`config.mk`:
```
export PLATFORM = sky130hd
export DESIGN_NAME = vga_capture
export DESIGN_NICKNAME = d
export VERILOG_FILES = /design/src/rtl/vga_capture.sv
export SDC_FILE = /design/constraint.sdc
export NUM_CORES = 1
export LEC_CHECK = 0
export BUFFER_PORTS_ARGS = -buffer_cell sky130_fd_sc_hd__buf_2
export CAP_MARGIN = 40
export CORE_ASPECT_RATIO = 1.2
export CORE_MARGIN = 2
export CORE_UTILIZATION = 50
export CTS_BUF_LIST = sky130_fd_sc_hd__clkbuf_4 sky130_fd_sc_hd__clkbuf_8
export DETAILED_ROUTE_END_ITERATION = 7
export GPL_TIMING_DRIVEN = 0
export HOLD_SLACK_MARGIN = 0.12
export PLACE_DENSITY = 0.73
export SETUP_SLACK_MARGIN = 0.2
export SYNTH_ARGS = -nofsm -noshare
export SYNTH_HDL_FRONTEND = slang
export SYNTH_SLANG_ARGS = --single-unit
```
`constraint.sdc`:
```
create_clock -name clk -period 4.8 [get_ports clk]
set_clock_uncertainty 0.2 [all_clocks]
set_input_delay 0.96 -clock clk [delete_from_list [all_inputs] [get_ports clk]]
set_output_delay 0.96 -clock clk [all_outputs]
set_load 0.1 [all_outputs]
```
`src/rtl/vga_capture.sv`:
```
// Video timing capture: locks onto hsync/vsync framing, tags pixels with coordinates and measures line/frame size.
// Optional frame checksum enabled by defining VGA_CAPTURE_CHECKSUM_EN.
module vga_capture #(
  parameter int WIDTH  = 256,
  parameter int HEIGHT = 192
) (
  input  logic        clk,
  input  logic        reset,
  input  logic        hsync,
  input  logic        vsync,
  input  logic [3:0]  red,
  input  logic [3:0]  green,
  input  logic [3:0]  blue,
  output logic        pixel_valid,
  output logic [15:0] pixel_x,
  output logic [15:0] pixel_y,
  output logic [11:0] pixel_rgb,
  output logic        frame_start,
  output logic        locked,
  output logic        sync_err,
  output logic [15:0] meas_width,
  output logic [15:0] meas_height,
  output logic [15:0] frame_checksum
);

  localparam logic [1:0] SEARCH = 2'd0;
  localparam logic [1:0] CHECK  = 2'd1;
  localparam logic [1:0] LOCKED = 2'd2;

  localparam logic [15:0] X_LAST = 16'(WIDTH - 1);
  localparam logic [15:0] Y_LAST = 16'(HEIGHT - 1);

  logic [1:0]  state_reg, state_next;
  logic        vsync_prev_reg;
  logic [15:0] x_reg, y_reg, x_next, y_next, cur_x, cur_y;
  logic [15:0] line_cnt_reg, line_cnt_inc;
  logic [15:0] hs_cnt_reg, hs_cnt_base, hs_cnt_next;
  logic        boundary, violation, valid_next, first_pixel, last_pixel;
  logic [11:0] rgb;

  always_comb begin
    rgb      = {red, green, blue};
    boundary = vsync_prev_reg && !vsync;
    // The boundary sample is pixel (0,0) regardless of where the counters had got to.
    cur_x    = boundary ? 16'd0 : x_reg;
    cur_y    = boundary ? 16'd0 : y_reg;

    first_pixel = (cur_x == 16'd0) && (cur_y == 16'd0);
    last_pixel  = (cur_x == X_LAST) && (cur_y == Y_LAST);

    if (cur_x == X_LAST) begin
      x_next = 16'd0;
      y_next = (cur_y == Y_LAST) ? 16'd0 : cur_y + 16'd1;
    end else begin
      x_next = cur_x + 16'd1;
      y_next = cur_y;
    end

    violation = (state_reg != SEARCH) &&
                ((hsync != (cur_x == X_LAST)) || (vsync != (cur_y == Y_LAST)));

    state_next = state_reg;
    case (state_reg)
      SEARCH: if (boundary) state_next = CHECK;
      CHECK: begin
        if (violation)     state_next = SEARCH;
        else if (boundary) state_next = LOCKED;
      end
      LOCKED: if (violation) state_next = SEARCH;
      default: state_next = SEARCH;
    endcase
    valid_next = (state_next == LOCKED);

    line_cnt_inc = (line_cnt_reg == 16'hFFFF) ? 16'hFFFF : line_cnt_reg + 16'd1;
    hs_cnt_base  = boundary ? 16'd0 : hs_cnt_reg;
    hs_cnt_next  = (hs_cnt_base == 16'hFFFF) ? 16'hFFFF : hs_cnt_base + {15'd0, hsync};
  end

  always_ff @(posedge clk) begin
    if (reset) begin
      state_reg      <= SEARCH;
      vsync_prev_reg <= 1'b0;
      x_reg          <= 16'd0;
      y_reg          <= 16'd0;
      line_cnt_reg   <= 16'd0;
      hs_cnt_reg     <= 16'd0;
      pixel_valid    <= 1'b0;
      pixel_x        <= 16'd0;
      pixel_y        <= 16'd0;
      pixel_rgb      <= 12'd0;
      frame_start    <= 1'b0;
      locked         <= 1'b0;
      sync_err       <= 1'b0;
      meas_width     <= 16'd0;
      meas_height    <= 16'd0;
    end else begin
      state_reg      <= state_next;
      vsync_prev_reg <= vsync;
      x_reg          <= x_next;
      y_reg          <= y_next;
      pixel_valid    <= valid_next;
      locked         <= valid_next;
      pixel_x        <= cur_x;
      pixel_y        <= cur_y;
      pixel_rgb      <= rgb;
      frame_start    <= valid_next && first_pixel;
      sync_err       <= violation;
      // Line length counts clocks since the previous hsync, inclusive of the hsync clock.
      if (hsync) begin
        meas_width   <= line_cnt_inc;
        line_cnt_reg <= 16'd0;
      end else begin
        line_cnt_reg <= line_cnt_inc;
      end
      if (boundary) meas_height <= hs_cnt_reg;
      hs_cnt_reg <= hs_cnt_next;
    end
  end

`ifdef VGA_CAPTURE_CHECKSUM_EN
  logic [15:0] acc_reg, acc_sum;

  assign acc_sum = (first_pixel ? 16'd0 : acc_reg) + {4'd0, rgb};

  always_ff @(posedge clk) begin
    if (reset) begin
      acc_reg        <= 16'd0;
      frame_checksum <= 16'd0;
    end else if (valid_next) begin
      acc_reg <= acc_sum;
      if (last_pixel) frame_checksum <= acc_sum;
    end
  end
`else
  assign frame_checksum = 16'd0;
`endif

endmodule

```
# Word level (Yosys, flattened, before mapping)

Cells that the tools add are included.

Eq/ne operators: 9
Reduce and logical (&&, ||, !) cells: 12
Multiplexer cells: 12
$add $sub $neg: 4

Operators with widths:

| cell                  | number |
|---|---|
| $mux 16               | 7 |
| $add 16x1->16 const B | 3 |
| $eq 16x16->1 const B  | 2 |
| $eq 16x8->1 const B   | 2 |
| $logic_not 16->1      | 2 |
| $add 16x1->16         | 1 |
| $mux 2                | 4 |
| $pmux 2 s3            | 1 |
| $eq 2x2->1 const B    | 2 |
| $logic_and 1x1->1     | 4 |
| $reduce_or 2->1       | 2 |
| $eq 2x1->1 const B    | 1 |
| $logic_not 2->1       | 1 |
| $ne 1x1->1            | 2 |
| $reduce_bool 2->1     | 1 |
| $logic_not 1->1       | 1 |
| $logic_or 1x1->1      | 1 |

Flip-flop bits (word level): 146
Output and inout port bits: 96
Word-level logic and storage cells: 51

# Longest topological paths before layout

Depth after elaboration: 11
Mapped depth: 13

# Worst setup path after synthesis

Ideal clock, no wire load.

Kind: input port to flip-flop
Start point: in vsync
End point: reg y_reg[11]
Path slack: 0.904 ns
Arrival: 3.626 ns
Data required time: 4.530 ns
Cell stages on the path: 13
Cells stage by stage: nand2b_1 -> buf_2 -> clkbuf_1 -> clkbuf_1 -> buf_2 -> nand2_1 -> inv_1 -> ha_1 -> nand3_2 -> or4_4 -> buf_6 -> or3_1 -> a21oi_1

Elaborated cells between the ends (all ways): 9
Classes of those cells: 1 x add/sub; 2 x eq/ne; 4 x mux; 2 x reduce/logical

RTL lines:

| item                   | line | source |
|---|---|---|
| start: declaration     | 10   | `input logic vsync,` |
| $logic_not 1->1        | 43   | `boundary = vsync_prev_reg && !vsync;` |
| $logic_and 1x1->1      | 43   |  |
| $mux 16                | 45   | `cur_x = boundary ? 16'd0 : x_reg;` |
| named net cur_x[0]     | 35   | `logic [15:0] x_reg, y_reg, x_next, y_next, cur_x, cur_y;` |
| $eq 16x8->1            | 51   | `if (cur_x == X_LAST) begin` |
| $mux 16                | 51   |  |
| end signal: assignment | 100  | `y_reg <= y_next;` |
| end: declaration       | 35   |  |

The timed path passes the listed nets, and every way through them passes these cells.
A chain may end at the register's enable or synchronous reset.

# Final worst setup path

Ends and elaborated chain as after synthesis.

==> flow_metrics.tcl <==
set metrics [dict create \
    syn_avg_cell_area_sq_um 8.923 \
    synthXorXnorAreaFrac_pct 5.853 \
    grt_pass1_vias 4637 \
    htree_levels 4 \
    dp_slack_ns -0.1314 \
    cts_hold_buf 0 \
    setup_tns_ns 0 \
    worstSkewPairLatency_ns 0.44 \
    overflow 0 \
    clockBufferDepth 2 \
    required_ns 4.97 \
    comb_power_share_pct 10.3 \
    r2r-start "vsync_prev_reg$_SDFF_PP0_" \
    num_rows 43 \
    final_antenna_net_count 0 \
    ios 112 \
    area_growth_pct 20.22 \
    finalCriticalPeriod_ns 4.267 \
    initial_core_util_pct 50.92 \
    ctsResizeCount 0 \
    root_buffer "clkbuf_8" \
    synth_top_family_by_area "simple AND/OR/NAND/NOR gates" \
    relSlewSlack_pct 44.59 \
    yosys.area_share.simple_pct 27.06 \
    drt-pass1-iter-count 8 \
    rsz0062_at_grt "no" \
    holdCritStartpoint "meas_height[14]$_SDFFE_PP0P_" \
    cellPowerDensity_mw_per_mm2 364.4 \
    grt_antenna_before_repair 0 \
    initialDrtViolationCount 275 \
    ys_seq_area_share_pct 50.09 \
    place_congestion 0.9021 \
    leakagePower_nw 2.891 \
    grt_max_degree 17 \
    fp.dieW_um 102.6 \
    tritoncts "done" \
    r2r_slack_ns 0.93 \
    path_max_fanout 10 \
    cap_violations 0 \
    p_total_mw 2.557 \
    power_switching_uw 666.1 \
    syn_inst 654 \
    fin_util_pct 61.22 \
    fin_crit_sh_pct 88.89 \
    syn_area_sq_mm 0.005836 \
    switching_share_pct 26.05 \
    status "finished, violations left" \
    synth_compound_area_share_pct 9.069 \
    avgRoutedWirePerCell_um 13.99 \
    port_buffers 95 \
    die_h_um 122.3 \
    layout_commonest_cell "dfxtp_1" \
    nets 806 \
    tightest_slew_ns 0.8248 \
    core_area_sq_mm 0.01146 \
    grt_pass1_wl_mm 21.66 \
    drive_above_1_share_pct 20.38 \
    clkTransAtPathRegs_ns 0.08 \
    synth-main-ff-cell "dfxtp_1" \
    place.detailed.hpwl_mm 9.593 \
    postLayoutSetupSlackWorst_ns 0.5332 \
    synthMuxAreaShare_pct 1.115 \
    end_kind "flop" \
    cts_buffers 17 \
    cp-startpoint "vsync" \
    synth_cell_types 55 \
    layout_common_cells "dfxtp_1 (146), buf_2 (97), nor2_1 (79)" \
    slew_violations 0 \
    p_clk_share_pct 41.3 \
    track_usage_pct 22.04 \
    fillers 1049 \
    dieArea_sq_mm 0.01256 \
    violations "design-rule violations" \
    critPathLaunchType "input port" \
    hold_ws_ns 0.2556 \
    vdd_drop_max_v 0.0001911 \
    drc 3 \
    ys_async_sr_fraction_pct 0 \
    wl_mm 13.32 \
    hold_viol 0 \
    clock_sinks 146 \
    yosys_register_bits 146 \
    synth_fa_ha_area_share_pct 1.501 \
    hold_class "flop to flop" \
    ys_warn_count 0 \
    arrival_ns 4.44 \
    seqPwrFrac_pct 48.4 \
    fmax_mhz 234.4 \
    p_int_mw 1.890 \
    antennaDiodeCount 0 \
    cts_setup_buffers 0 \
    synth_edf_count 0 \
    drt-vias-per-instance 5.169 \
    finalSetupViolCount 0 \
    vias 4921 \
    crit_type "input port to flop" \
]
## cell type report
| cell class | count | area (sq um) | share of cell area, % |
|---|---|---|---|
| Sequential cell | 146 | 2923 | 41.66 |
| Multi-Input combinational cell | 461 | 2668 | 38.02 |
| Timing Repair Buffer | 95 | 475.5 | 6.777 |
| Clock buffer | 21 | 289.0 | 4.120 |
| Buffer | 49 | 260.3 | 3.710 |
| Tap cell | 157 | 196.4 | 2.800 |
| Clock inverter | 10 | 155.1 | 2.212 |
| Inverter | 13 | 48.80 | 0.6956 |
## routing by layer
| layer | GRT usage (%) | wire length, um |
|---|---|---|
| met5 | 0 | 0 |
| met4 | 9.333 | 272 |
| met3 | 5.353 | 774 |
| met2 | 37.09 | 6568 |
| met1 | 26.67 | 5704 |
## cell families (layout without fill, tap and decap cells)
logic type,after synthesis,after routing
adder cells (fa/ha/maj),7,7
other,1,16
AND/OR/NAND/NOR,308,308
flip-flops,146,146
buffers and inverters,62,188
XOR/XNOR,39,39
AO/OA/AOI/OAI,85,85
multiplexers,6,6
## stage by stage
| step | area [sq um] | instances |
|---|---|---|
| floorplan | 5892 | 669 |
| global placement | 6564 | 921 |
| detailed placement | 6564 | 921 |
| CTS | 7008 | 952 |
| global route | 7015 | 952 |
| finish | 7015 | 952 |
## power by group through the flow
stage               sequential (mW)  clock (mW)  combinational (mW)
floorplan                      1.36           0               0.122
global placement               1.27           0               0.260
detailed placement             1.27           0               0.263
CTS                            1.24        1.08               0.263
global route                   1.24        1.13               0.276
finish                         1.24        1.05               0.263
## path summary, 6_finish.rpt
path	endpoint	cells after the start
hold / removal	meas_height[14]$_SDFFE_PP0P_	2
hold reg to reg	meas_height[14]$_SDFFE_PP0P_	2
setup / recovery	y_reg[11]$_SDFF_PP0_	14
setup reg to reg	y_reg[11]$_SDFF_PP0_	13
## Yosys cell counts (2+ instances only)
library cell	instances	area [sq um]
and2_1	35	219.0
dfxtp_1	146	2923
a31oi_1	3	18.77
a21oi_1	38	190.2
or3_1	9	56.30
nor4b_1	2	17.52
buf_2	2	10.01
nor4_1	9	56.30
a211oi_1	12	90.09
o21ai_0	7	35.03
clkbuf_1	28	105.1
nor4_2	2	25.02
and4_1	5	43.79
or2_2	2	12.51
nor2b_1	15	93.84
nand2_1	71	266.5
xor2_1	13	113.9
mux2_2	4	45.04
xnor2_1	26	227.7
nand3_1	19	95.09
nand4_1	17	106.4
a311oi_1	6	52.55
nand2b_1	3	18.77
inv_1	13	48.80
ha_1	7	87.58
a21o_1	3	22.52
and3_1	14	87.58
o22ai_1	7	43.79
nor2_1	79	296.5
mux2i_1	2	20.02
buf_4	17	127.6
nor3_1	15	75.07
## critical path, stage by stage
cell      delay [ns]
buf_2           0.13
nand2b_1        0.10
buf_2           0.22
clkbuf_1        0.46
clkbuf_2        0.36
buf_2           0.30
nand2_1         0.14
inv_1           0.09
ha_1            0.22
nand3_2         0.20
or4_4           0.58
buf_6           0.15
or3_1           0.33
a21oi_1         0.15
Power figures use the tool's default switching activity.
